### config.mk
export PLATFORM = sky130hd
export DESIGN_NAME = axi_stream_slave_flat
export DESIGN_NICKNAME = d
export VERILOG_FILES = /design/src/rtl/axis_pkg.sv /design/src/rtl/axi_if.sv /design/src/rtl/axis_fwft_fifo.sv /design/src/rtl/axi_stream_slave.sv /design/src/flat_wrapper.sv
export SDC_FILE = /design/constraint.sdc
export NUM_CORES = 1
export LEC_CHECK = 0
export CORE_MARGIN = 2
export CORE_UTILIZATION = 60
export CTS_CLUSTER_DIAMETER = 60
export DETAILED_ROUTE_END_ITERATION = 12
export GPL_ROUTABILITY_DRIVEN = 0
export MAX_ROUTING_LAYER = met4
export PLACE_DENSITY_LB_ADDON = 0.1
export SLEW_MARGIN = 5
export SYNTH_ARGS = -nofsm -noshare
export SYNTH_HDL_FRONTEND = slang
export SYNTH_HIERARCHICAL = 1
export SYNTH_SLANG_ARGS = --single-unit
### constraint.sdc
create_clock -name clk -period 4.45 [get_ports clk]
set_input_delay 0.6675 -clock clk [delete_from_list [all_inputs] [get_ports clk]]
set_output_delay 0.6675 -clock clk [all_outputs]
set_load 0.01 [all_outputs]
### src/rtl/axis_pkg.sv
// rtl/axis_pkg.sv - shared types and widths for the AXI-Stream receive path
package axis_pkg;

  localparam int DATA_W = 32;

  typedef struct packed {
    logic              last;
    logic [DATA_W-1:0] data;
  } axis_beat_t;

  typedef enum logic {
    IDLE   = 1'b0,
    IN_PKT = 1'b1
  } axis_rx_state_t;

endpackage

### src/rtl/axi_if.sv
// rtl/axi_if.sv - AXI-Stream link between axi_stream_master and axi_stream_slave
interface axi_if #(
  parameter int DATA_W = 32
);
  logic [DATA_W-1:0] tdata;
  logic              tvalid;
  logic              tlast;
  logic              tready;

  modport master (output tdata, output tvalid, output tlast, input tready);
  modport slave  (input tdata, input tvalid, input tlast, output tready);
endinterface

### src/rtl/axis_fwft_fifo.sv
// rtl/axis_fwft_fifo.sv - first-word-fall-through FIFO, head word visible without a read strobe
module axis_fwft_fifo #(
  parameter int WIDTH = 33,
  parameter int DEPTH = 4,
  localparam int AW = $clog2(DEPTH)
) (
  input  logic             clk,
  input  logic             rst,
  input  logic             push,
  input  logic [WIDTH-1:0] push_data,
  input  logic             pop,
  output logic [WIDTH-1:0] pop_data,
  output logic             full,
  output logic             empty,
  output logic [AW:0]      count
);

  logic [WIDTH-1:0] mem [DEPTH];
  logic [AW-1:0]    wr_ptr;
  logic [AW-1:0]    rd_ptr;
  logic [WIDTH-1:0] last_pop;
  logic             do_push;
  logic             do_pop;

  assign full    = (count == (AW+1)'(DEPTH));
  assign empty   = (count == '0);
  assign do_push = push && !full;
  assign do_pop  = pop && !empty;

  // When empty the last popped word stays on the output instead of stale storage.
  assign pop_data = empty ? last_pop : mem[rd_ptr];

  always_ff @(posedge clk) begin
    if (do_push) mem[wr_ptr] <= push_data;
  end

  always_ff @(posedge clk or posedge rst) begin
    if (rst) begin
      wr_ptr   <= '0;
      rd_ptr   <= '0;
      count    <= '0;
      last_pop <= '0;
    end else begin
      if (do_push) wr_ptr <= wr_ptr + 1'b1;
      if (do_pop) begin
        rd_ptr   <= rd_ptr + 1'b1;
        last_pop <= mem[rd_ptr];
      end
      if (do_push && !do_pop)      count <= count + 1'b1;
      else if (do_pop && !do_push) count <= count - 1'b1;
    end
  end

endmodule

### src/rtl/axi_stream_slave.sv
// rtl/axi_stream_slave.sv - AXI-Stream sink with FWFT buffer and packet tracking
// Optional beat/packet counters are built when AXIS_SLAVE_STATS_EN is defined.
module axi_stream_slave #(
  parameter int DATA_W = axis_pkg::DATA_W,
  parameter int DEPTH  = 4
) (
  input  logic              clk,
  input  logic              rst,
  axi_if.slave              axi,
  output logic [DATA_W-1:0] data_out,
  output logic              last_out,
  output logic              out_valid,
  input  logic              out_ready,
  output logic              pkt_done,
  output logic              in_packet
`ifdef AXIS_SLAVE_STATS_EN
  ,
  output logic [31:0]       beat_cnt,
  output logic [15:0]       pkt_cnt
`endif
);
  import axis_pkg::*;

  localparam int CW = $clog2(DEPTH) + 1;

  axis_beat_t     wr_beat;
  axis_beat_t     head;
  logic           fifo_full;
  logic           fifo_empty;
  logic [CW-1:0]  fifo_count;
  logic           push;
  logic           pop;
  axis_rx_state_t state;

  // tready comes from registered occupancy only, never from tvalid.
  assign axi.tready = (fifo_count != CW'(DEPTH)) && !rst;
  assign push       = axi.tvalid && !fifo_full;
  assign pop        = out_valid && out_ready;
  assign out_valid  = !fifo_empty;
  assign wr_beat    = '{last: axi.tlast, data: axi.tdata};
  assign data_out   = head.data;
  assign last_out   = head.last;
  assign in_packet  = (state == IN_PKT);

  axis_fwft_fifo #(
    .WIDTH ($bits(axis_beat_t)),
    .DEPTH (DEPTH)
  ) u_fifo (
    .clk       (clk),
    .rst       (rst),
    .push      (push),
    .push_data (wr_beat),
    .pop       (pop),
    .pop_data  (head),
    .full      (fifo_full),
    .empty     (fifo_empty),
    .count     (fifo_count)
  );

  always_ff @(posedge clk or posedge rst) begin
    if (rst) begin
      state    <= IDLE;
      pkt_done <= 1'b0;
    end else begin
      pkt_done <= push && axi.tlast;
      if (push) state <= axi.tlast ? IDLE : IN_PKT;
    end
  end

`ifdef AXIS_SLAVE_STATS_EN
  always_ff @(posedge clk or posedge rst) begin
    if (rst) begin
      beat_cnt <= '0;
      pkt_cnt  <= '0;
    end else if (push) begin
      beat_cnt <= beat_cnt + 1'b1;
      if (axi.tlast) pkt_cnt <= pkt_cnt + 1'b1;
    end
  end
`endif

endmodule

### src/flat_wrapper.sv
// flat-port wrapper written by rule: the top's interface ports become plain ports
module axi_stream_slave_flat import axis_pkg::*;
#(
  parameter int DATA_W = axis_pkg::DATA_W,
  parameter int DEPTH  = 4
)
  (clk, rst, data_out, last_out, out_valid, out_ready, pkt_done, in_packet, axi_tdata, axi_tvalid, axi_tlast, axi_tready);
  axi_if #(.DATA_W(DATA_W)) axi_i ();
  input  logic clk;
  input  logic rst;
  output logic [DATA_W-1:0] data_out;
  output logic last_out;
  output logic out_valid;
  input  logic out_ready;
  output logic pkt_done;
  output logic in_packet;
  input wire logic [$bits(axi_i.tdata)-1:0] axi_tdata;
  input wire logic [$bits(axi_i.tvalid)-1:0] axi_tvalid;
  input wire logic [$bits(axi_i.tlast)-1:0] axi_tlast;
  output wire logic [$bits(axi_i.tready)-1:0] axi_tready;
  assign axi_i.tdata = axi_tdata;
  assign axi_i.tvalid = axi_tvalid;
  assign axi_i.tlast = axi_tlast;
  assign axi_tready = axi_i.tready;
  axi_stream_slave #(.DATA_W(DATA_W), .DEPTH(DEPTH)) u_core (.clk(clk), .rst(rst), .axi(axi_i), .data_out(data_out), .last_out(last_out), .out_valid(out_valid), .out_ready(out_ready), .pkt_done(pkt_done), .in_packet(in_packet));
endmodule
==> summary.json, run 1 <==
{
  "pwr": {
    "combPwrFrac": 0.368,
    "pwr-share-seq": 0.396,
    "part_of_the_power_in_the_clock_network": 0.236,
    "power.switching_w": 0.001752,
    "swShare": 0.2785,
    "p_int_w": 0.004539,
    "p_leak_nw": 2.990,
    "power_per_cell_area_nw_per_um2": 747.1,
    "ir_drop_v": 0.0004371
  },
  "clocking": {
    "numClockSinks": 174,
    "ctsLongestPathBuffers": 2,
    "clock_edge_transition_at_the_registers_on_the_reported_setup_and_hold_paths_ps": 60,
    "post-cts-setup-buffer-count": 0,
    "post_cts_hold_buffer_count": 0,
    "cts_repair_resized_insts": 0,
    "cts_inserted_buffers": 17,
    "clkLatencyLatePin_ps": 410,
    "ctsRootBufferMaster": "clkbuf_16",
    "clock_tree_from_tritoncts": "yes",
    "cts_htree_levels": 4
  },
  "placed_design": {
    "number_of_port_buffers": 73,
    "placedCellCount": 529,
    "place_hpwl_um": 6698,
    "dp_slack_ps": 1482
  },
  "worst_hold_path": {
    "worstHoldPathType": "in2async"
  },
  "setup_path": {
    "timing.critical_path.fanout_max": 25,
    "startpoint_type": "flop",
    "worst-r2r-setup-slack_ps": 1680,
    "critical_path.reg2reg.startpoint": "u_core/u_fifo/count[1]",
    "critical_path_arrival_ps": 2720,
    "critical_path.endpoint_type": "output pin",
    "worst_ep_required_time_ps": 3780,
    "timing.rr.end": "u_core/u_fifo/count[2]",
    "r2r_cells": 10,
    "worst_path_class_setup": "reg2out"
  },
  "sta": {
    "max_freq_ghz": 0.2952,
    "setup_viol": 0,
    "fraction_of_the_cycle_the_final_worst_path_needs": 0.7613,
    "worst_slack_ps": 1062,
    "totalNegativeSetupSlack_ps": 0,
    "actual_transition_at_the_worst_max_transition_pin_ps": 981.2,
    "clock-skew-final_ps": 11.53,
    "slew_headroom": 0.3449,
    "grt_setup_unrepaired": "no",
    "finalHoldViolations": 0,
    "post-route-min-period_ps": 3388,
    "drv_slew": 0
  },
  "die": {
    "num_io_pins": 74,
    "fp.dieArea_sq_um": 12520,
    "rows": 39,
    "fp.coreArea_sq_um": 11370,
    "die_width_um": 111.9,
    "die_h_um": 111.9,
    "start_util": 0.6144
  },
  "route": {
    "detail_route.vias_per_cell": 5.822,
    "detail-route-antenna-nets": 0,
    "drtPass1Iterations": 4,
    "wire_per_inst_um": 21.61,
    "route.vias.total": 3266,
    "route.final.wire_length_um": 12120,
    "drcViolationCount": 0,
    "detail_route.iter0.violations": 133
  },
  "yosys": {
    "synth_sequential_area_ratio": 0.7179,
    "dominantRegCellSynth": "edfxtp_1",
    "synth-warning-count": 6,
    "synth_cell_type_count": 27,
    "postSynthRegisterBits": 174,
    "synth.cell_area_sq_um": 6985,
    "post_synth_edffs": 132,
    "synthCells": 325,
    "synth_async_sr_flop_share": 0.2414,
    "synthesis.area_per_instance_sq_um": 21.49,
    "total_nets_after_synthesis": 368
  },
  "global_routing": {
    "grt_first_pass_wirelength_um": 19290,
    "grt_antenna_before_repair": 0,
    "global_route.usage.total": 0.2154,
    "grt_max_degree": 41,
    "global_route_total_overflow": 0,
    "grt_pass1_vias": 3486
  },
  "finish": {
    "layout_commonest_cell": "edfxtp_1",
    "count_of_non_filler_cells_in_the_finished_layout": 561,
    "flow.area_growth_from_synthesis_pct": 20.54,
    "antenna_diode_count": 0,
    "final_nets": 448,
    "layout-drive-gt1-share": 0.3325,
    "layout.cells.most_common_list": "132 x edfxtp_1, 73 x clkdlybuf4s50_1, 48 x mux2_2, 40 x dfrtp_1, 33 x mux4_2"
  },
  "flow_run": {
    "cap_viol_max_count": 0
  },
  "run_status": {
    "outcome": "completed"
  }
}
-- power by group through the flow --
| stage | registers, W | logic [W] | clock network (W) |
|---|---|---|---|
| CTS | 0.00250 | 0.00235 | 0.00150 |
| global placement | 0.00249 | 0.00228 | 0 |
| global route | 0.00254 | 0.00249 | 0.00157 |
| detailed placement | 0.00252 | 0.00233 | 0 |
| finish | 0.00249 | 0.00232 | 0.00148 |
| floorplan | 0.00238 | 0.00162 | 0 |
-- worst max-delay path: stages (launching register included) --
cell             delay (ps)
dfrtp_1                 470
nor3_4                  690
buf_12                  280
mux2_2                  380
clkdlybuf4s50_1         490
-- cell usage after synthesis, types with 2 or more instances --
cell type  instances  area share
xor2_1             2      0.0025
mux2_2            48       0.077
mux2_4            18       0.039
nor2_1             2      0.0011
inv_1              6      0.0032
buf_6              7       0.011
mux2_1             2      0.0032
buf_2              4      0.0029
dfrtp_1           42        0.15
xnor2_1            4      0.0050
edfxtp_1         132        0.57
clkbuf_1           3      0.0016
ha_1               5      0.0090
nor2b_1            2      0.0018
and2_1             4      0.0036
mux4_2            33        0.11
-- stage by stage --
step	hold WS, ps	instance area (sq um)	util	total power (W)
after floorplan	408.7	6985	-	0.003991
after global placement	467.5	7826	0.6883	0.004769
after detailed placement	486.3	7826	0.6883	0.004846
after CTS	483.9	8421	0.7406	0.006354
after global routing	489.8	8421	0.7406	0.006604
final	492.4	8421	0.7406	0.006291
-- state kept, by name, indices dropped and copies added, names as in the netlist --
| signal | flops |
|---|---|
| u_core/u_fifo/mem | 132 |
| u_core/u_fifo/last_pop | 33 |
| u_core/u_fifo/count | 3 |
| u_core/u_fifo/rd_ptr | 2 |
| u_core/u_fifo/wr_ptr | 2 |
| u_core/in_packet | 1 |
| u_core/pkt_done | 1 |
-- cell type report --
type                    instances  area [sq um]
flip-flops and latches        174          5017
fillers                       668          2949
multi-input cells             129          1834
repair buffers                 77         773.2
clock buffers                  24         481.7
well taps                     143         178.9
clock inverters                 8         112.6
inverters                       6         22.52
-- layer usage --
layer	vias up	global-route usage	wire [um]
li1	1455	-	-
met1	1734	0.2868	5338
met2	66	0.3382	6237
met3	11	0.04899	432
met4	0	0.06831	115
met5	-	-	0
-- how the worst max path moves through the flow --
stage / startpoint / to / cells after the start
after floorplan: u_core/u_fifo/count[1] / u_core/u_fifo/count[2] / 12
after global placement: u_core/u_fifo/count[1] / data_out[4] / 4
after detailed placement: u_core/u_fifo/count[1] / data_out[24] / 4
after CTS: u_core/u_fifo/count[1] / data_out[24] / 4
after global routing: u_core/u_fifo/count[1] / data_out[4] / 4
final: u_core/u_fifo/count[1] / data_out[4] / 4
-- cells by family after synthesis --
family,Yosys count,synth area share
multiplexers,101,0.2257
adder cells (fa/ha/maj),6,0.01182
buffers and inverters,22,0.02060
flip-flops,174,0.7179
AND/OR/NAND/NOR,14,0.01433
XOR/XNOR,6,0.007523
AO/OA/AOI/OAI,2,0.002149
No activity file was read; power rests on OpenSTA's default activity.
==> inputs of run 2 (changes only) <==
--- a/config.mk
+++ b/config.mk
@@ -6,7 +6,7 @@
 export NUM_CORES = 1
 export LEC_CHECK = 0
 export CORE_MARGIN = 2
-export CORE_UTILIZATION = 60
+export CORE_UTILIZATION = 51
 export CTS_CLUSTER_DIAMETER = 60
 export DETAILED_ROUTE_END_ITERATION = 12
 export GPL_ROUTABILITY_DRIVEN = 0
==> constraint.sdc (replaced) <==
create_clock -name clk -period 2.8 [get_ports clk]
set_input_delay 0.42 -clock clk [delete_from_list [all_inputs] [get_ports clk]]
set_output_delay 0.42 -clock clk [all_outputs]
set_load 0.01 [all_outputs]
==> run 2 against run 1 <==
- first-iteration DRC count increased by 45%
- design area increased by 2.7%
- global-route usage decreased by 2.9 points
- register-to-register slack got worse by 1200 ps
- clock skew decreased by 2.7 ps
==> summary.json, run 2 (same netlist as run 1, synthesis figures left out) <==
{
  "global_routing": {
    "grt_pass1_vias": {"value": 3531, "change": "+1.3%"},
    "grt_antenna_before_repair": {"value": 0, "change": "unchanged"},
    "global_route_total_overflow": {"value": 0, "change": "unchanged"},
    "global_route.usage.total": {"value": 0.1862, "change": "-0.02924"},
    "grt_max_degree": {"value": 38, "change": "-7.3%"},
    "grt_first_pass_wirelength": {"value": 19020, "unit": "um", "change": "-1.4%"}
  },
  "finish": {
    "final_nets": {"value": 462, "change": "+3.1%"},
    "layout-drive-gt1-share": {"value": 0.3519, "change": "+0.01932"},
    "regMostFlops": "u_core/u_fifo/mem",
    "reg.largest.list": "u_core/u_fifo/mem x132, u_core/u_fifo/last_pop x33, u_core/u_fifo/count x3",
    "largest_register_ff_count": {"value": 132, "change": "unchanged"},
    "flow.area_growth_from_synthesis_pct": 23.80,
    "antenna_diode_count": {"value": 0, "change": "unchanged"},
    "layout.cells.most_common_list": "132 x edfxtp_1, 48 x mux2_2, 45 x clkdlybuf4s50_1, 40 x dfrtp_1, 33 x mux4_2",
    "layout_commonest_cell": "edfxtp_1"
  },
  "clocking": {
    "clock_edge_transition_at_the_registers_on_the_reported_setup_and_hold_paths": {"value": 60, "unit": "ps", "change": "about the same"},
    "post-cts-setup-buffer-count": {"value": 0, "change": "unchanged"},
    "clock_tree_from_tritoncts": "yes",
    "ctsRootBufferMaster": "clkbuf_16",
    "clkLatencyLatePin": {"value": 420, "unit": "ps", "change": "about the same"},
    "cts_htree_levels": {"value": 4, "change": "unchanged"},
    "cts_inserted_buffers": {"value": 17, "change": "unchanged"},
    "numClockSinks": {"value": 174, "change": "unchanged"},
    "ctsLongestPathBuffers": {"value": 2, "change": "unchanged"}
  },
  "sta": {
    "post-route-min-period_ps": 2729,
    "setup_viol": {"value": 0, "change": "unchanged"},
    "drv_slew": {"value": 0, "change": "unchanged"},
    "slew_headroom": {"value": 0.5811, "change": "+0.2362"},
    "fraction_of_the_cycle_the_final_worst_path_needs": 0.9747,
    "actual_transition_at_the_worst_max_transition_pin": {"value": 628.3, "unit": "ps", "change": "-352.9 ps"},
    "finalHoldViolations": {"value": 0, "change": "unchanged"},
    "clock-skew-final": {"value": 8.875, "unit": "ps", "change": "-2.650 ps"},
    "worst_slack": {"value": 70.83, "unit": "ps", "change": "-991.4 ps"},
    "grt_setup_unrepaired": "no",
    "max_freq_ghz": 0.3664
  },
  "route": {
    "detail_route.vias_per_cell": {"value": 5.342, "change": "-8.2%"},
    "drcViolationCount": {"value": 0, "change": "unchanged"},
    "route.final.wire_length": {"value": 12090, "unit": "um", "change": "-0.29%"},
    "route.vias.total": {"value": 3248, "change": "-0.55%"},
    "detail_route.iter0.violations": {"value": 193, "change": "+45%"},
    "detail-route-antenna-nets": {"value": 0, "change": "unchanged"},
    "wire_per_inst": {"value": 19.88, "unit": "um", "change": "-8.0%"},
    "drtPass1Iterations": {"value": 6, "change": "+2"}
  },
  "die": {
    "num_io_pins": {"value": 74, "change": "unchanged"},
    "die_width": {"value": 121.0, "unit": "um", "change": "+8.2%"},
    "start_util": {"value": 0.5254, "change": "-0.08898"},
    "fp.coreArea": {"value": 13300, "unit": "sq um", "change": "+17%"},
    "rows": {"value": 42, "change": "+7.7%"},
    "die_h": {"value": 121.0, "unit": "um", "change": "+8.2%"},
    "fp.dieArea": {"value": 14650, "unit": "sq um", "change": "+17%"}
  },
  "setup_path": {
    "critical_path.endpoint_type": "output pin",
    "timing.critical_path.fanout_max": {"value": 8, "change": "-68%"},
    "worst-r2r-setup-slack": {"value": 480, "unit": "ps", "change": "-1200 ps"},
    "worst_path_class_setup": "reg2out",
    "startpoint_type": "flop",
    "critical_path_arrival": {"value": 2310, "unit": "ps", "change": "-410 ps"},
    "worst_ep_required_time": {"value": 2380, "unit": "ps", "change": "-1400 ps"},
    "r2r_cells": {"value": 7, "change": "-3"}
  },
  "placed_design": {
    "dp_slack": {"value": 361.8, "unit": "ps", "change": "-1120 ps"},
    "place_hpwl": {"value": 7297, "unit": "um", "change": "+8.9%"},
    "number_of_port_buffers": {"value": 73, "change": "unchanged"}
  },
  "pwr": {
    "power_per_cell_area": {"value": 1145, "unit": "nW/um^2", "change": "+53%"},
    "p_leak": {"value": 3.313, "unit": "nW", "change": "+11%"},
    "ir_drop": {"value": 0.0005649, "unit": "V", "change": "+29%"},
    "total_power": {"value": 0.009901, "unit": "W", "change": "+57%"}
  },
  "run_status": {
    "outcome": "completed"
  },
  "worst_hold_path": {
    "worstHoldPathType": "in2async"
  },
  "flow_run": {
    "cap_viol_max_count": {"value": 0, "change": "unchanged"}
  }
}
run 2: cell count changes in the layout (fill, tap and decap cells not counted), sizes merged, moves of 2 or more:
cell,before,now
clkinvlp,0,2
clkdlybuf4s50,73,45
clkbuf,24,26
buf,4,18
dlymetal6s2s,0,28
clkinv,5,2
run 2: layout make-up:
cell class,count,area (sq um)
inverters,6,22.52
well taps,176,220.2
clock buffers,26,479.2
repair buffers,91,985.9
multi-input cells,129,1834
fillers,915,4647
flip-flops and latches,174,5017
clock inverters,6,88.84
run 2: worst max-delay path, cell delays in order (launching register included):
cell	delay (ps)
dfrtp_2	440
buf_12	160
mux4_2	500
mux2_2	290
clkdlybuf4s50_1	480
run 2: stage by stage:
| step | instances | setup TNS, ps | cell area [sq um] | hold slack [ps] | utilization |
|---|---|---|---|---|---|
| after floorplan | 325 | 0 | 6985 | 161.2 | - |
| after detailed placement | 576 | 0 | 7973 | 479.6 | 0.5997 |
| after CTS | 608 | -64.28 | 8548 | 240.0 | 0.6430 |
| after global routing | 608 | 0 | 8648 | 254.8 | 0.6505 |
| final | 608 | 0 | 8648 | 246.3 | 0.6505 |
| after global placement | 576 | 0 | 7973 | 469.5 | 0.5997 |
run 2: where the power goes:
part	internal (W)	switching [W]
clock network	0.00136	0.000892
registers	0.00354	0.000270
logic	0.00223	0.00160
run 2: worst paths after layout:
path	start	to
hold / removal	rst	u_core/in_packet
setup reg to reg	u_core/u_fifo/count[0]	u_core/u_fifo/count[1]
hold reg to reg	u_core/in_packet	u_core/in_packet
setup / recovery	u_core/u_fifo/rd_ptr[0]	data_out[7]
min in group clk	u_core/in_packet	u_core/in_packet
max in group asynchronous	rst	u_core/u_fifo/last_pop[14]
run 2: timing repair:
item / CTS / global route
gates resized for setup: 2 / 35
hold buffers: 0 / 0
pin swaps: 0 / 0
setup endpoints to repair: 26 / 32
run 2: layer usage:
metal / up-vias / wire, um / GRT usage
li1: 1472 / - / -
met3: 12 / 447 / 0.04652
met2: 60 / 6374 / 0.3041
met5: - / 0 / -
met4: 0 / 170 / 0.07122
met1: 1704 / 5096 / 0.2258
